File: config.mk
export PLATFORM = sky130hd
export DESIGN_NAME = uart_tx_serial
export DESIGN_NICKNAME = d
export VERILOG_FILES = /design/src/rtl/uart_tx_serial.sv
export SDC_FILE = /design/constraint.sdc
export NUM_CORES = 1
export LEC_CHECK = 0
export CORE_AREA = 5 5 59 61
export CTS_CLUSTER_DIAMETER = 80
export DETAILED_ROUTE_END_ITERATION = 10
export DIE_AREA = 0 0 64 66
export GPL_TIMING_DRIVEN = 0
export PLACE_DENSITY = 0.69
export SLEW_MARGIN = 20
export SYNTH_ARGS = -nofsm -noshare
export SYNTH_HDL_FRONTEND = slang
export SYNTH_SLANG_ARGS = --single-unit
File: constraint.sdc
create_clock -name clk -period 2.6 [get_ports clk]
set_clock_uncertainty 0.05 [all_clocks]
set_input_delay 0.52 -clock clk [delete_from_list [all_inputs] [get_ports clk]]
set_output_delay 0.52 -clock clk [all_outputs]
set_load 0.005 [all_outputs]
File: src/rtl/uart_tx_serial.sv
// Purpose : 8N1 UART transmitter (8E1 when UART_TX_PARITY_EN is defined), LSB first, fixed baud.
// Latency : start bit drives the line from the accept edge; a frame lasts 10 (11) bit periods.
// Backpr. : tx_ready is low for the whole frame; tx_valid/tx_data are ignored until it returns.
//
// Ports:
//   clk        core clock, single domain
//   rst_n      asynchronous active-low reset
//   tx_valid   byte offered on tx_data
//   tx_data    byte to transmit
//   tx_ready   transmitter accepts a byte this cycle (registered)
//   tx_serial  UART line, idle high (registered)
//   tx_busy    frame in progress, always !tx_ready (registered)
//
// Build option: define UART_TX_PARITY_EN to insert an even-parity bit after data bit 7.

module uart_tx_serial #(
    parameter int CLK_FREQ_HZ = 50_000_000,
    parameter int BAUD        = 115_200
) (
    input  logic       clk,
    input  logic       rst_n,
    input  logic       tx_valid,
    input  logic [7:0] tx_data,
    output logic       tx_ready,
    output logic       tx_serial,
    output logic       tx_busy
);

    localparam int CLKS_PER_BIT = CLK_FREQ_HZ / BAUD;
    localparam int CW           = (CLKS_PER_BIT > 1) ? $clog2(CLKS_PER_BIT) : 1;
    localparam logic [CW-1:0] LAST_CNT = CW'(CLKS_PER_BIT - 1);

    generate
        if (CLKS_PER_BIT < 2) begin : g_bad_baud
            $error("uart_tx_serial: CLKS_PER_BIT must be at least 2");
        end
    endgenerate

    typedef enum logic [2:0] {
        IDLE,
        START,
        DATA,
`ifdef UART_TX_PARITY_EN
        PARITY,
`endif
        STOP
    } state_t;

    state_t          state, state_nxt;
    logic [CW-1:0]   baud_cnt, baud_nxt;
    logic [2:0]      bit_idx, bit_nxt;
    logic [7:0]      shift, shift_nxt;
    logic            serial_nxt;
    logic            ready_nxt;
    logic            bit_end;
`ifdef UART_TX_PARITY_EN
    // Parity is captured at accept because the shift register is consumed while sending.
    logic            par_bit, par_nxt;
`endif

    assign bit_end = (baud_cnt == LAST_CNT);

    always_comb begin
        state_nxt  = state;
        baud_nxt   = bit_end ? '0 : baud_cnt + 1'b1;
        bit_nxt    = bit_idx;
        shift_nxt  = shift;
        serial_nxt = tx_serial;
        ready_nxt  = tx_ready;
`ifdef UART_TX_PARITY_EN
        par_nxt    = par_bit;
`endif
        case (state)
            IDLE: begin
                baud_nxt = '0;
                if (tx_valid && tx_ready) begin
                    state_nxt  = START;
                    shift_nxt  = tx_data;
                    bit_nxt    = 3'd0;
                    serial_nxt = 1'b0;
                    ready_nxt  = 1'b0;
`ifdef UART_TX_PARITY_EN
                    par_nxt    = ^tx_data;
`endif
                end
            end
            START: begin
                if (bit_end) begin
                    state_nxt  = DATA;
                    serial_nxt = shift[0];
                end
            end
            DATA: begin
                if (bit_end) begin
                    shift_nxt = {1'b0, shift[7:1]};
                    if (bit_idx == 3'd7) begin
`ifdef UART_TX_PARITY_EN
                        state_nxt  = PARITY;
                        serial_nxt = par_bit;
`else
                        state_nxt  = STOP;
                        serial_nxt = 1'b1;
`endif
                    end else begin
                        bit_nxt    = bit_idx + 3'd1;
                        // Registered output: present the next bit, i.e. what shift[0] becomes.
                        serial_nxt = shift[1];
                    end
                end
            end
`ifdef UART_TX_PARITY_EN
            PARITY: begin
                if (bit_end) begin
                    state_nxt  = STOP;
                    serial_nxt = 1'b1;
                end
            end
`endif
            STOP: begin
                if (bit_end) begin
                    state_nxt  = IDLE;
                    serial_nxt = 1'b1;
                    ready_nxt  = 1'b1;
                end
            end
            default: begin
                state_nxt  = IDLE;
                serial_nxt = 1'b1;
                ready_nxt  = 1'b1;
            end
        endcase
    end

    always_ff @(posedge clk or negedge rst_n) begin
        if (!rst_n) begin
            state     <= IDLE;
            baud_cnt  <= '0;
            bit_idx   <= 3'd0;
            shift     <= 8'd0;
            tx_serial <= 1'b1;
            tx_ready  <= 1'b1;
            tx_busy   <= 1'b0;
`ifdef UART_TX_PARITY_EN
            par_bit   <= 1'b0;
`endif
        end else begin
            state     <= state_nxt;
            baud_cnt  <= baud_nxt;
            bit_idx   <= bit_nxt;
            shift     <= shift_nxt;
            tx_serial <= serial_nxt;
            tx_ready  <= ready_nxt;
            tx_busy   <= !ready_nxt;
`ifdef UART_TX_PARITY_EN
            par_bit   <= par_nxt;
`endif
        end
    end

endmodule
==> impl_metrics.ini, run 1 <==
[routing]
wl_per_cell_microns = 14.74
antenna_left = 0
vias_per_cell = 5.476
vias = 931
route.detailed.drc = 0
drt_iter0_drc = 23
routed_wl_mm = 2.505
first_pass_iters = 4

[power]
ir_worst_vdd_v = 0.0006076
powerDensity_nw_per_um2 = 1015
p_leak_nw = 0.6799

[floorplan]
ios = 14
die_area_sq_um = 4224
start_util_pct = 47.22
core-area_sq_um = 2928
fp-row-count = 20
die-height_microns = 66
die_w_microns = 64

[timing]
hold_violations = 0
timing.final.crit_share_pct = 77.92
rsz0062_at_grt = no
finalMaxSlewViolations = 0
finalSetupTns_ns = 0
max_freq_mhz = 493.6
maxSlewHeadroom_pct = 62.28
worstMarginPinSlew_ns = 0.5658
finalCriticalPeriod_ns = 2.026
setup_violations = 0

[place]
dpl_cell_area_sq_um = 1554
hpwl_mm = 1.828
gp_congestion = 0.7927
io_buffers = 13

[synthesis]
synth_area_sq_um = 1383
yosysWarnings = 0
syn_inst = 120
syn_area_per_cell_sq_um = 11.52
syn_nets = 140
ys_types = 32
yosysSeqAreaShare_pct = 45.43
ys_ff_latch = 25

[cts]
clk_latency_ns = 0.32
cts_tree = built
root_buffer = clkbuf_4
clk_path_buf_depth = 2
clock-sinks = 25
cts.repair.resized = 0
hold_buffers = 0
clkTransAtPathRegs_ns = 0.14
cts_setup_buffers = 0
htree_levels = 1
cts_buffers = 3

[global_routing]
grt_pass1_vias = 1002
grt_pass1_wl_mm = 4.650
grt_max_degree = 26
gr-usage-all-layers_pct = 13.88
overflow = 0
antenna_found_initial = 0

[setup_path]
crit-reg2reg-launch = state[0]
worstPathMaxFanout = 8
startpoint = state[0]
worstPathArrival_ns = 2.19
required_ns = 2.77
cp-end-kind = register
worstSetupPathType = reg -> reg
cp-start-kind = register

[outcome]
outcome = finished clean

[cells_and_area]
n_antenna_cell = 0
layout-drive-gt1-share_pct = 23.36
syn_to_final_growth_pct = 14.03
finalNetCount = 158
final_common_cell = dfrtp_1
finalInstanceArea_sq_um = 1577
final_cell_mix = dfrtp_1 (23), mux2_2 (15), clkdlybuf4s50_1 (12)

[hold_path]
hold_class = in -> async

[flow_run]
max-cap-violations = 0
[metrics by stage]
stage	total power [mW]	hold slack [ns]	instances	util (%)	worst slack, ns
finish	1.600	0.1243	170	53.85	0.5741
global placement	1.399	0.4275	166	53.08	0.5602
floorplan	1.229	0.1744	120	-	0.7819
detailed placement	1.441	0.4345	166	53.08	0.5696
global route	1.745	0.1418	170	53.85	0.4256
CTS	1.627	0.4581	170	54.02	0.5579
[layer usage]
layer / part of all wire, % / track usage (%) / vias to the layer above
li1: - / - / 454
met1: 47 / 17.68 / 461
met2: 50 / 22.36 / 14
met3: 2.4 / 2.891 / 2
met4: 0.72 / 6.494 / 0
met5: 0 / 0 / -
[final timing paths]
kind / to / cells after the start / slack (ns)
worst max-delay path: state[1] / 7 / 0.57
worst min-delay path: shift[2] / 1 / 0.12
worst max register to register: state[1] / 7 / 0.57
worst min register to register: tx_serial / 2 / 0.46
max in group asynchronous: tx_serial / 1 / 2.00
min in group clk: tx_serial / 2 / 0.46
[worst max-delay path, cell delays in order, from the launching register on]
cell,delay [ns]
dfrtp_1,0.43
inv_1,0.10
ha_1,0.20
buf_4,0.17
nor3_1,0.25
a21oi_2,0.09
nor3_1,0.26
mux2_2,0.37
[logic make-up (layout without fill, tap and decap cells)]
| kind of cell | after synthesis | after routing | share of synthesized area [%] |
|---|---|---|---|
| compound gates | 16 | 16 | 9.955 |
| buf+inv | 9 | 26 | 2.805 |
| simple gates | 38 | 38 | 15.93 |
| mux | 16 | 16 | 13.30 |
| fa+ha+maj | 9 | 9 | 8.145 |
| xor+xnor | 7 | 7 | 4.434 |
| flops | 25 | 25 | 45.43 |
[final cells by class]
cell class	count	area [sq um]
Fill cell	266	1351
Multi-Input combinational cell	86	715.7
Sequential cell	25	628.1
Timing Repair Buffer	13	125.1
Tap cell	33	41.29
Clock buffer	3	22.52
Inverter	6	22.52
Buffer	3	16.27
Clock inverter	1	5.005
[where the power goes]
part / total (mW) / switching, mW / internal, mW
Sequential: 0.643 / 0.104 / 0.539
Combinational: 0.782 / 0.366 / 0.416
Clock: 0.175 / 0.117 / 0.0575
[state kept, by name (all words and copies together), names as in the netlist]
register   flops
tx_busy        1
tx_ready       1
tx_serial      1
baud_cnt       9
shift          8
bit_idx        3
state          2
[Yosys cell counts]
cell type  count  share of area [%]
dfrtp_1       23                 42
mux2_2        15                 12
nor2_1        11                3.0
ha_1           9                8.1
inv_1          6                1.6
nand2_1        6                1.6
xnor2_1        5                3.2
nand3_1        4                1.4
nor2b_1        4                1.8
a22o_1         3                1.9
nand2b_1       3                1.4
nor3_1         3                1.1
o21ai_0        3                1.1
o41ai_1        3                1.9
a21oi_1        2               0.72
and3_1         2               0.90
dfstp_2        2                3.8
xor2_1         2                1.3
a211o_1        1               0.63
a21boi_2       1               0.81
a21oi_2        1               0.63
a31oi_4        1                1.5
and4b_4        1                1.0
and4bb_4       1                1.2
buf_2          1               0.36
buf_4          1               0.54
clkbuf_1       1               0.27
mux2_4         1                1.1
nand4_1        1               0.45
nor2_8         1                1.4
o32a_1         1               0.72
or2_4          1               0.63
No activity file was read; power rests on OpenSTA's default activity.
==> inputs of run 2 (changes only) <==
PLACE_DENSITY = 0.72   (was 0.69)
clock period = 1.7 ns   (was 2.6 ns; I/O delays follow)
==> run 2 against run 1 <==
Largest cell class unchanged. Count of clock-buffer cells in the layout increased by 1. Final cell count increased by 7.1%. Register-to-register slack got worse by 0.63 ns. Highest routed layer unchanged. Sequential share of layout area decreased by 5.1 points. Flip-flop and latch count unchanged. Maximum frequency increased by 15%. Via count increased by 5.4%. Critical path depth decreased by 1. The flow now finishes with violations (negative setup slack). Combinational power increased by 120%.
==> impl_metrics.ini, run 2 (synthesis results as in run 1) <==
[outcome]
outcome = complete, but fails checks
failed_checks = negative setup slack

[setup_path]
r2r_slack_ns = -0.06
required_ns = 1.87
rr_worst_depth = 6
cp-end-kind = register
cp_slowest_cell = dfrtp_1
worstSetupPathType = reg -> reg
worstPathMaxFanout = 8
rr_endpoint = shift[6]
cp-start-kind = register
slowest_delay_ns = 0.40
crit-reg2reg-launch = baud_cnt[1]
crit_chain = inv_1 -> ha_2 -> and4b_4 -> a31oi_4 -> nor2_8 -> mux2_4
worstPathArrival_ns = 1.92

[floorplan]
start_util_pct = 47.22
ios = 14
die-height_microns = 66
die_area_sq_um = 4224
die_w_microns = 64
core-area_sq_um = 2928
fp-row-count = 20

[timing]
rsz0062_at_grt = yes
timing.final.crit_share_pct = 103.5
finalMaxSlewViolations = 0
max_freq_mhz = 568.6
setup_violations = 11
finalCriticalPeriod_ns = 1.759
worstMarginPinSlew_ns = 0.5519
finalWorstSetupSlack_ns = -0.05872
hold_violations = 0
maxSlewHeadroom_pct = 63.21

[place]
io_buffers = 13
dpl_cell_area_sq_um = 1569
gp_congestion = 0.7439
dp.cells = 166
hpwl_mm = 1.782

[routing]
first_pass_iters = 4
drt_iter0_drc = 41
vias_per_cell = 5.390
route.detailed.drc = 0
vias = 981
wl_per_cell_microns = 15.03
antenna_left = 0
routed_wl_mm = 2.735

[global_routing]
grt_max_degree = 26
antenna_found_initial = 0
gr-usage-met1_pct = 19.25
overflow = 0
grt_pass1_wl_mm = 4.836
grt.busiest_layer = met2
grt_pass1_vias = 1042
use_met2_pct = 23.74
use_met3_pct = 2.721
gr-usage-all-layers_pct = 14.62

[cts]
htree_levels = 1
cts_tree = built
clk_latency_ns = 0.31
root_buffer = clkbuf_4
cts_buffers = 3
clk_path_buf_depth = 2
clkTransAtPathRegs_ns = 0.13
clock-sinks = 25

[cells_and_area]
largest_reg_flops = 9
stdcell_count = 182
regArea_sq_um = 628.1
multi_input_area_sq_um = 818.3
layout_top_registers = baud_cnt (9), shift (8), bit_idx (3)
num-fill-cells = 221
utilization_pct = 61.84
finalNetCount = 170
final_cell_mix = dfrtp_1 (23), nor2_1 (11), buf_4 (10), clkdlybuf4s50_1 (10), mux2_4 (9)
regMostFlops = baud_cnt
syn_to_final_growth_pct = 30.95
finalInstanceArea_sq_um = 1810
layout-drive-gt1-share_pct = 36.91
n_antenna_cell = 0
final_common_cell = dfrtp_1

[power]
p_total_mw = 2.961
p_leak_nw = 0.7978
powerDensity_nw_per_um2 = 1635
ir_worst_vdd_v = 0.001019

[hold_path]
hold_class = in -> async

[flow_run]
max-cap-violations = 0
## run 2: changes by cell type in the layout (fill, tap and decap cells not counted), moves of 3 or more
cell    previous run  this run
buf_4              1        10
mux2_2            15         7
mux2_4             1         9
ha_1               9         4
ha_2               0         3
## run 2: per-stage QoR
stage / TNS, ns / worst slack [ns] / hold WS, ns
finish: -0.4684 / -0.05872 / 0.4675
global route: -1.413 / -0.1373 / 0.4972
CTS: -0.2965 / -0.05831 / 0.4652
detailed placement: -4.738 / -0.2359 / 0.4431
global placement: -2.332 / -0.1788 / 0.4293
floorplan: 0 / 0.003935 / -0.005591
## run 2: metal layers
metal | part of all wire [%] | up-vias
met1 | 47 | 483
met4 | 1.6 | 0
met3 | 2.1 | 5
met2 | 49 | 14
met5 | 0 | -
li1 | - | 479
## run 2: worst max path at each step
| stage | from | endpoint | cells past startpoint |
|---|---|---|---|
| detailed placement | state[0] | shift[6] | 5 |
| CTS | baud_cnt[1] | shift[5] | 6 |
| finish | baud_cnt[1] | shift[6] | 6 |
| floorplan | state[0] | shift[6] | 5 |
| global route | baud_cnt[1] | shift[1] | 6 |
| global placement | state[0] | shift[6] | 5 |
## run 2: power breakdown
part           internal (mW)  switching, mW
Clock                 0.0917          0.175
Sequential             0.824          0.139
Combinational           1.00          0.731
Total                   1.92           1.04
## run 2: layout make-up
cell class | instances | share of cell area, %
Buffer | 3 | 1.866
Multi-Input combinational cell | 86 | 45.20
Timing Repair Buffer | 25 | 13.27
Sequential cell | 25 | 34.69
Clock buffer | 4 | 1.451
Inverter | 6 | 1.244
Tap cell | 33 | 2.281
## run 2: repair_timing
item	4_1_cts	5_1_grt
hold endpoints to repair	0	23
pin swaps	2	7
endpoints found under the setup margin	16	19
hold buffers	0	1
setup buffers	11	0
gates resized for setup	20	10
## run 2: worst max-delay path, delay by kind of cell (launching register included)
| kind | cells | cell delay (ns) |
|---|---|---|
| multiplexers | 1 | 0.33 |
| flip-flops | 1 | 0.40 |
| AO/OA/AOI/OAI | 1 | 0.14 |
| AND/OR/NAND/NOR | 2 | 0.50 |
| buffers and inverters | 1 | 0.06 |
| adder cells (fa/ha/maj) | 1 | 0.18 |
==> inputs of run 3 (changes only) <==
CELL_PAD_IN_SITES_DETAIL_PLACEMENT = 1   (was unset)
CELL_PAD_IN_SITES_GLOBAL_PLACEMENT = 1   (was unset)
CORE_AREA = 5 5 65 67   (was 5 5 59 61)
DIE_AREA = 0 0 70 72   (was 0 0 64 66)
GPL_ROUTABILITY_DRIVEN = 0   (was unset)
PLACE_DENSITY = unset   (was 0.72)
PLACE_DENSITY_LB_ADDON = 0.1   (was unset)
==> run 3 against run 2 <==
The flow still finishes with violations (negative setup slack). Sequential share of layout area decreased by 0.64 points. Worst setup slack improved by 0.030 ns. Cell area increased by 2.1%. Hold slack got worse by 0.0079 ns. Via count increased by 0.82%. Final cell count increased by 7.7%. Global-route usage decreased by 1.7 points. Maximum frequency increased by 1.7%. Power increased by 5.6%. Critical path depth unchanged. Count of clock-buffer cells in the layout decreased by 1. Critical endpoint unchanged. Highest routed layer unchanged.
==> impl_metrics.ini, run 3 (synthesis results as in run 1) <==
[routing]
wl_per_cell_microns = 15.06
vias = 989
route.detailed.drc = 0
routed_wl_mm = 2.952
drt_iter0_drc = 51
vias_per_cell = 5.046
antenna_left = 0
first_pass_iters = 4

[cells_and_area]
layout_top_registers = baud_cnt (9), shift (8), bit_idx (3)
syn_to_final_growth_pct = 33.66
layout-drive-gt1-share_pct = 37.16
final_cell_mix = dfrtp_1 (22), nor2_1 (11), clkdlybuf4s50_1 (10)
n_antenna_cell = 0
multi_input_area_sq_um = 843.3
largest_reg_flops = 9
num-fill-cells = 391
regArea_sq_um = 629.4
finalNetCount = 169
regMostFlops = baud_cnt
final_common_cell = dfrtp_1

[floorplan]
die_area_sq_um = 5040
start_util_pct = 38.64
fp-row-count = 22
ios = 14
die_w_microns = 70
die-height_microns = 72
core-area_sq_um = 3578

[global_routing]
antenna_found_initial = 0
overflow = 0
grt_pass1_vias = 1093
grt_max_degree = 26
grt_pass1_wl_mm = 5.209
gr-usage-all-layers_pct = 12.87

[cts]
clk_path_buf_depth = 2
clkTransAtPathRegs_ns = 0.14
clk_latency_ns = 0.32
htree_levels = 1
clock-sinks = 25
root_buffer = clkbuf_4
cts_tree = built
cts_buffers = 3

[setup_path]
slowest_delay_ns = 0.41
worstPathArrival_ns = 1.91
crit_chain = inv_1 -> ha_1 -> and4b_4 -> a31oi_4 -> nor2_8 -> mux2_4
required_ns = 1.88
worstPathMaxFanout = 8
cp-start-kind = register
cp_slowest_cell = dfrtp_1
worstSetupPathType = reg -> reg
cp-end-kind = register

[outcome]
failed_checks = negative setup slack
outcome = complete, but fails checks

[hold_path]
hold_class = reg -> reg

[timing]
timing.hold.ws_ns = 0.4596
finalCriticalPeriod_ns = 1.729
worstMarginPinSlew_ns = 0.5673
setup_violations = 9
hold_violations = 0
rsz0062_at_grt = yes
max_freq_mhz = 578.5
finalWorstSetupSlack_ns = -0.02866
finalSetupTns_ns = -0.1940
timing.final.crit_share_pct = 101.7
maxSlewHeadroom_pct = 62.18
finalMaxSlewViolations = 0

[place]
pre_cts_slack_ns = -0.2677
io_buffers = 13
hpwl_mm = 2.022

[power]
powerDensity_nw_per_um2 = 1692
p_leak_nw = 0.7972
ir_worst_vdd_v = 0.0006557

[flow_run]
max-cap-violations = 0
-- run 3: layout make-up --
cell class | instances | share of cell area (%)
well taps | 48 | 3.250
clock inverters | 1 | 0.2708
repair buffers | 25 | 12.73
plain buffers | 2 | 1.625
clock buffers | 3 | 1.219
multi-input cells | 86 | 45.63
inverters | 6 | 1.219
flip-flops and latches | 25 | 34.06
-- run 3: final timing paths --
path,startpoint,to,slack [ns],cells past startpoint
min reg2reg,tx_serial,tx_serial,0.46,2
max in group asynchronous,rst_n,state[1],0.71,2
min in group asynchronous,rst_n,bit_idx[2],0.48,2
max reg2reg,baud_cnt[1],shift[6],-0.03,6
min,tx_serial,tx_serial,0.46,2
max,baud_cnt[1],shift[6],-0.03,6
-- run 3: power by group --
group          internal [mW]  switching, mW
clock network         0.0882          0.184
logic                   1.08          0.805
registers              0.826          0.142
total                   2.00           1.13
-- run 3: repair_timing --
item	CTS	global route
hold buffers	1	0
cloned	0	0
setup endpoints to repair	23	20
pin swaps	4	3
buffers inserted	10	1
hold endpoints to repair	23	0
resized for setup	26	7
-- run 3: worst max-delay path: cells and delay by family, from the launching register on --
kind                       cells  cell delay, ns
and+or+nand+nor                2            0.51
muxes                          1            0.32
AOI/OAI and AO/OA              1            0.14
adders and majority gates      1            0.14
buffers and inverters          1            0.06
DFF                            1            0.41
-- run 3: layer usage --
metal	vias to the layer above	share of wire (%)	GRT usage, %
met5	-	0	0
met2	10	50	22.04
li1	474	-	-
met1	500	47	16.67
met4	0	1.5	4.468
met3	5	1.8	1.939
-- run 3: metrics by stage --
| step | cell area (sq um) | util [%] | power (mW) | cells |
|---|---|---|---|---|
| floorplan | 1398 | - | 1.917 | 120 |
| global placement | 1588 | 44.37 | 2.209 | 181 |
| detailed placement | 1583 | 44.23 | 2.264 | 181 |
| CTS | 1818 | 50.80 | 3.090 | 196 |
| global route | 1848 | 51.64 | 3.370 | 196 |
| finish | 1848 | 51.64 | 3.127 | 196 |
